--- src/rtl/led_adc_sequencer.sv ---
// Alternates IR and red LED phases, firing one ADC conversion per phase and storing each result per LED.
// Latency: LED drive and adc_start are registered; the sample and its valid pulse appear the cycle after adc_done.
// Backpressure: none; a conversion still open at phase end is dropped and flagged in sticky adc_err.
// Optional feature: define LEDSEQ_ADC_TIMEOUT_EN to abort a conversion ADC_TIMEOUT cycles after adc_start.
module led_adc_sequencer #(
    parameter int TICKS_PER_PHASE = 5000,
    parameter int SETTLE_TICKS    = 1000,
    parameter int ADC_TIMEOUT     = 255
) (
    input  logic       CLK,
    input  logic       rst_n,
    input  logic       enable,
    output logic       LED_IR_on,
    output logic       LED_RED_on,
    output logic       phase,
    output logic       adc_start,
    input  logic       adc_done,
    input  logic [7:0] adc_data,
    output logic [7:0] IR_ADC_Value,
    output logic       IR_valid,
    output logic [7:0] RED_ADC_Value,
    output logic       RED_valid,
    output logic       adc_err
);

    localparam int CW = (TICKS_PER_PHASE > 1) ? $clog2(TICKS_PER_PHASE) : 1;
    localparam logic [CW-1:0] CNT_LAST  = CW'(TICKS_PER_PHASE - 1);
    localparam logic [CW-1:0] SETTLE_AT = CW'(SETTLE_TICKS);
    // The conversion deadline is a fixed offset into the phase, so the phase counter doubles as the timeout timer.
    localparam int TMO_AT = SETTLE_TICKS + ADC_TIMEOUT;

`ifdef LEDSEQ_ADC_TIMEOUT_EN
    localparam bit TMO_EN = 1'b1;
`else
    localparam bit TMO_EN = 1'b0;
`endif

    typedef enum logic [1:0] {
        IDLE    = 2'd0,
        SETTLE  = 2'd1,
        CONVERT = 2'd2,
        HOLD    = 2'd3
    } state_t;

    state_t        state;
    state_t        state_nxt;
    logic [CW-1:0] cnt;
    logic [CW-1:0] cnt_nxt;
    logic          phase_nxt;
    logic          phase_end;
    logic          tmo_hit;
    logic          cap_ir;
    logic          cap_red;
    logic          err_set;

    assign phase_end = (cnt == CNT_LAST);
    assign tmo_hit   = TMO_EN && (32'(cnt) == TMO_AT);

    // Next-state, phase counter and capture/error decisions; enable low overrides everything.
    always_comb begin
        state_nxt = state;
        cnt_nxt   = cnt;
        phase_nxt = phase;
        cap_ir    = 1'b0;
        cap_red   = 1'b0;
        err_set   = 1'b0;
        if (!enable) begin
            state_nxt = IDLE;
            cnt_nxt   = '0;
            phase_nxt = 1'b0;
        end else if (state == IDLE) begin
            state_nxt = SETTLE;
            cnt_nxt   = '0;
            phase_nxt = 1'b0;
        end else begin
            cnt_nxt = cnt + CW'(1);
            case (state)
                SETTLE: begin
                    if (cnt == SETTLE_AT) begin
                        state_nxt = CONVERT;
                    end
                end
                CONVERT: begin
                    // A strobe on the terminal cycle still belongs to the ending phase.
                    if (adc_done) begin
                        cap_ir    = !phase;
                        cap_red   = phase;
                        state_nxt = HOLD;
                    end else if (phase_end) begin
                        err_set = 1'b1;
                    end else if (tmo_hit) begin
                        err_set   = 1'b1;
                        state_nxt = HOLD;
                    end
                end
                default: ;
            endcase
            if (phase_end) begin
                state_nxt = SETTLE;
                cnt_nxt   = '0;
                phase_nxt = !phase;
            end
        end
    end

    // State, counter and all outputs registered from the next-state values so they stay consistent.
    always_ff @(posedge CLK) begin
        if (!rst_n) begin
            state         <= IDLE;
            cnt           <= '0;
            phase         <= 1'b0;
            LED_IR_on     <= 1'b0;
            LED_RED_on    <= 1'b0;
            adc_start     <= 1'b0;
            IR_ADC_Value  <= '0;
            IR_valid      <= 1'b0;
            RED_ADC_Value <= '0;
            RED_valid     <= 1'b0;
            adc_err       <= 1'b0;
        end else begin
            state      <= state_nxt;
            cnt        <= cnt_nxt;
            phase      <= phase_nxt;
            LED_IR_on  <= (state_nxt != IDLE) && !phase_nxt;
            LED_RED_on <= (state_nxt != IDLE) && phase_nxt;
            adc_start  <= (state_nxt == SETTLE) && (cnt_nxt == SETTLE_AT);
            IR_valid   <= cap_ir;
            RED_valid  <= cap_red;
            if (cap_ir) begin
                IR_ADC_Value <= adc_data;
            end
            if (cap_red) begin
                RED_ADC_Value <= adc_data;
            end
            adc_err <= adc_err | err_set;
        end
    end

endmodule

--- config.mk ---
export PLATFORM = sky130hd
export DESIGN_NAME = led_adc_sequencer
export DESIGN_NICKNAME = d
export VERILOG_FILES = /design/src/rtl/led_adc_sequencer.sv
export SDC_FILE = /design/constraint.sdc
export NUM_CORES = 1
export LEC_CHECK = 0
export CELL_PAD_IN_SITES_DETAIL_PLACEMENT = 0
export CELL_PAD_IN_SITES_GLOBAL_PLACEMENT = 1
export CORE_MARGIN = 5
export CORE_UTILIZATION = 38
export DETAILED_ROUTE_END_ITERATION = 12
export PLACE_DENSITY = 0.79
export SYNTH_ARGS = -nofsm -noshare
export SYNTH_HDL_FRONTEND = slang
export SYNTH_SLANG_ARGS = --single-unit
--- constraint.sdc ---
create_clock -name CLK -period 2.6 [get_ports CLK]
set_clock_uncertainty 0.05 [all_clocks]
set_input_delay 0.52 -clock CLK [delete_from_list [all_inputs] [get_ports CLK]]
set_output_delay 0.52 -clock CLK [all_outputs]
set_load 0.005 [all_outputs]
==> impl_metrics.prom <==
# TYPE chip_impl_metric gauge
chip_impl_info{name="outcome",value="finished clean"} 1
chip_impl_metric{name="dp.final_hpwl",unit="um"} 2710
chip_impl_metric{name="vias_per_cell",unit=""} 4.89
chip_impl_info{name="worst_setup_path_startpoint",value="cnt[0]$_SDFF_PN0_"} 1
chip_impl_info{name="netlist.top_cell.by_area",value="sky130_fd_sc_hd__dfxtp_1"} 1
chip_impl_metric{name="drv_cap",unit=""} 0
chip_impl_metric{name="clock_path_buffers",unit=""} 2
chip_impl_metric{name="detail_route.first_pass.iterations",unit=""} 4
chip_impl_metric{name="maxSlewViolCount",unit=""} 0
chip_impl_metric{name="yosys.area.top_type_share",unit=""} 0.437
chip_impl_metric{name="syn2layout_area_growth",unit="%"} 28.5
chip_impl_metric{name="gp_congestion",unit=""} 0.759
chip_impl_metric{name="numClockSinks",unit=""} 38
chip_impl_metric{name="nNetsFinal",unit=""} 241
chip_impl_metric{name="power.sequential.fraction",unit=""} 0.517
chip_impl_metric{name="first_global_vias",unit=""} 1317
chip_impl_metric{name="number_of_diodes_added_for_antenna_fixing",unit=""} 0
chip_impl_info{name="synthFlopType",value="sky130_fd_sc_hd__dfxtp_1"} 1
chip_impl_metric{name="yosys_warnings",unit=""} 0
chip_impl_info{name="worst_setup_path_end_kind",value="register"} 1
chip_impl_metric{name="cp.required",unit="ns"} 2.71
chip_impl_metric{name="synth.ff_latch_count",unit=""} 38
chip_impl_metric{name="ys_seq_area_frac",unit=""} 0.437
chip_impl_metric{name="global_route.overflow_total",unit=""} 0
chip_impl_info{name="critPathCapture",value="cnt[2]$_SDFF_PN0_"} 1
chip_impl_metric{name="grt_first_pass_wirelength",unit="um"} 6300
chip_impl_metric{name="routed-via-count",unit=""} 1350
chip_impl_metric{name="number_of_antenna_violations_at_the_first_check_in_global_routing",unit=""} 0
chip_impl_metric{name="yosysUniqueCellTypes",unit=""} 43
chip_impl_metric{name="pwr-share-clk",unit=""} 0.439
chip_impl_metric{name="route.final.wire_length",unit="um"} 3630
chip_impl_info{name="ranking_of_synthesized_cells_by_area",value="sky130_fd_sc_hd__dfxtp_1, sky130_fd_sc_hd__mux2i_1, sky130_fd_sc_hd__nor2_1"} 1
chip_impl_metric{name="post-route-cell-area",unit="um2"} 2240
chip_impl_metric{name="p_sw",unit="uW"} 238
chip_impl_metric{name="final_antenna_net_count",unit=""} 0
chip_impl_metric{name="initial_drc_count",unit=""} 53
chip_impl_info{name="grt_setup_unrepaired",value="no"} 1
chip_impl_metric{name="synth_area",unit="um2"} 1740
chip_impl_metric{name="placed_cell_area",unit="um2"} 2120
chip_impl_metric{name="start_util",unit=""} 0.397
chip_impl_metric{name="cts_repair_resize_count",unit=""} 0
chip_impl_metric{name="ios",unit=""} 35
chip_impl_metric{name="core.rowCount",unit=""} 24
chip_impl_metric{name="die_area",unit="um2"} 6030
chip_impl_metric{name="chipWidth",unit="um"} 77.7
chip_impl_info{name="cts_tree",value="done"} 1
chip_impl_metric{name="dp.cells",unit=""} 268
chip_impl_metric{name="core",unit="um2"} 4380
chip_impl_info{name="mostFrequentLayoutCells",value="sky130_fd_sc_hd__dfxtp_1, sky130_fd_sc_hd__nor2_1, sky130_fd_sc_hd__clkdlybuf4s50_1"} 1
chip_impl_metric{name="power.internal",unit="uW"} 897
chip_impl_metric{name="fin_setup_tns",unit="ns"} 0
chip_impl_metric{name="clk_pin_slew_worst_paths",unit="ns"} 0.08
chip_impl_metric{name="min_period",unit="ns"} 2.22
chip_impl_metric{name="crit_arrival",unit="ns"} 2.33
chip_impl_info{name="hold_class",value="reg2reg"} 1
chip_impl_metric{name="comb_power_share",unit=""} 0.044
chip_impl_metric{name="die_h",unit="um"} 77.7
chip_impl_metric{name="rr_worst_depth",unit=""} 5
chip_impl_info{name="reg2reg_capture_point",value="cnt[2]$_SDFF_PN0_"} 1
chip_impl_metric{name="period_utilization",unit=""} 0.855
chip_impl_metric{name="total_leakage_power",unit="uW"} 0.000821
chip_impl_metric{name="fraction_of_final_layout_cells_with_drive_strength_greater_than_1",unit=""} 0.0759
chip_impl_metric{name="grt.total_usage",unit=""} 0.129
chip_impl_metric{name="synth_area_per_cell",unit="um2"} 9.36
chip_impl_metric{name="syn-num-nets",unit=""} 204
chip_impl_metric{name="total_power",unit="uW"} 1130
chip_impl_metric{name="max_slew_headroom_at_the_worst_pin",unit=""} 0.691
chip_impl_metric{name="instances_no_fill",unit=""} 276
chip_impl_info{name="layout.cells.most_common",value="sky130_fd_sc_hd__dfxtp_1"} 1
chip_impl_metric{name="ctsHtreeMaxLevel",unit=""} 2
chip_impl_metric{name="power.density",unit="nW/um2"} 507
chip_impl_info{name="start_kind",value="register"} 1
chip_impl_metric{name="worst_skew_pair_later_pin_latency",unit="ns"} 0.29
chip_impl_metric{name="crit_fanout",unit=""} 13
chip_impl_info{name="worstSetupPathType",value="reg2reg"} 1
chip_impl_metric{name="regArea",unit="um2"} 761
chip_impl_metric{name="hold_violation_count_in_the_final_report",unit=""} 0
chip_impl_metric{name="final_util",unit=""} 0.510
chip_impl_metric{name="worst_case_register_to_register_setup_slack",unit="ns"} 0.38
chip_impl_info{name="clockRootBuffer",value="sky130_fd_sc_hd__clkbuf_8"} 1
chip_impl_metric{name="cts_hold_buf",unit=""} 0
chip_impl_metric{name="numPortBuffers",unit=""} 34
chip_impl_info{name="crit-reg2reg-launch",value="cnt[0]$_SDFF_PN0_"} 1
chip_impl_metric{name="maxClockFrequency",unit="MHz"} 450
chip_impl_metric{name="cts-buffers-inserted",unit=""} 5
chip_impl_metric{name="syn-instance-count",unit=""} 186
chip_impl_metric{name="worst_pin_slew",unit="ns"} 0.463
chip_impl_metric{name="final_setup_violations",unit=""} 0
chip_impl_metric{name="nFillCells",unit=""} 431
chip_impl_metric{name="detail_route.wl_per_cell",unit="um"} 13.1
chip_impl_metric{name="ir_drop",unit="mV"} 0.274
chip_impl_metric{name="p_sw_frac",unit=""} 0.210
chip_impl_metric{name="remaining_drc_errors",unit=""} 0
chip_impl_metric{name="post_cts_buffers",unit=""} 0
chip_impl_metric{name="synth-edff-count",unit=""} 0
chip_impl_metric{name="async_flop_share",unit=""} 0
chip_impl_metric{name="multiInputGateArea",unit="um2"} 905
chip_impl_metric{name="maximum_number_of_pins_on_one_net_before_global_route_repair",unit=""} 14
[cell families (layout without fill, tap and decap cells)]
| group | after synthesis | after routing | share of synthesized area |
|---|---|---|---|
| AO/OA/AOI/OAI | 15 | 15 | 0.0647 |
| XOR/XNOR | 10 | 10 | 0.0503 |
| adder cells (fa/ha/maj) | 6 | 6 | 0.0431 |
| buffers and inverters | 15 | 53 | 0.0431 |
| flip-flops | 38 | 38 | 0.437 |
| multiplexers | 17 | 17 | 0.0978 |
| AND/OR/NAND/NOR | 85 | 85 | 0.264 |
[power groups by stage]
| stage | Combinational [uW] | Clock (uW) | Sequential (uW) |
|---|---|---|---|
| floorplan | 20.8 | 0 | 600 |
| global placement | 50.2 | 0 | 600 |
| detailed placement | 50.1 | 0 | 600 |
| CTS | 50.5 | 517 | 587 |
| global route | 55.1 | 541 | 587 |
| finish | 50.4 | 498 | 587 |
[routing by layer]
metal,share of wire,global-route usage
met1,0.48,0.167
met4,0.013,0.0412
met5,0,0
met2,0.46,0.196
met3,0.049,0.0486
[per-stage QoR]
step	worst slack, ns	hold slack (ns)
after floorplan	0.718	0.415
after global placement	0.393	0.422
after detailed placement	0.308	0.419
after CTS	0.340	0.439
after global routing	0.128	0.467
final	0.378	0.432
[sequential cells by signal, indices dropped and copies added, names as in the netlist]
signal         count
cnt               13
IR_ADC_Value       8
RED_ADC_Value      8
state              2
IR_valid           1
LED_IR_on          1
LED_RED_on         1
RED_valid          1
adc_err            1
adc_start          1
phase              1
[critical path, stage by stage, from the launching register on]
cell and delay, ns:
sky130_fd_sc_hd__dfxtp_1 0.48, sky130_fd_sc_hd__ha_1 0.38, sky130_fd_sc_hd__and3b_1 0.22, sky130_fd_sc_hd__and4_1 0.38, sky130_fd_sc_hd__or2_1 0.45, sky130_fd_sc_hd__nor2_1 0.12
[synth_stat cells (all sizes together) (3+ instances only)]
cell type  count
nor3b          3
dfxtp         38
nor2b          5
buf            5
nor3           6
nor2          37
nand4          5
xnor2          7
inv            7
xor2           3
nand2          5
and4           4
nand3          8
mux2i         17
ha             6
[final cells by class]
cell class                      count  area share
Clock buffer                        5      0.0308
Clock inverter                      3      0.0201
Inverter                            8      0.0134
Multi-Input combinational cell    133       0.404
Sequential cell                    38       0.340
Tap cell                           52      0.0291
Timing Repair Buffer               37       0.162
[worst min path at each step]
| stage | startpoint | to | slack (ns) | cells after the start |
|---|---|---|---|---|
| 2_1_floorplan | adc_err$_SDFF_PN0_ | adc_err$_SDFF_PN0_ | 0.41 | 2 |
| 3_3_place_gp | IR_ADC_Value[5]$_SDFFE_PN0P_ | IR_ADC_Value[5]$_SDFFE_PN0P_ | 0.42 | 2 |
| 3_5_place_dp | adc_err$_SDFF_PN0_ | adc_err$_SDFF_PN0_ | 0.42 | 2 |
| 4_1_cts | adc_err$_SDFF_PN0_ | adc_err$_SDFF_PN0_ | 0.44 | 2 |
| 5_1_grt | adc_err$_SDFF_PN0_ | adc_err$_SDFF_PN0_ | 0.47 | 2 |
| 6_report | adc_err$_SDFF_PN0_ | adc_err$_SDFF_PN0_ | 0.43 | 2 |
No activity file was read; power rests on OpenSTA's default activity.
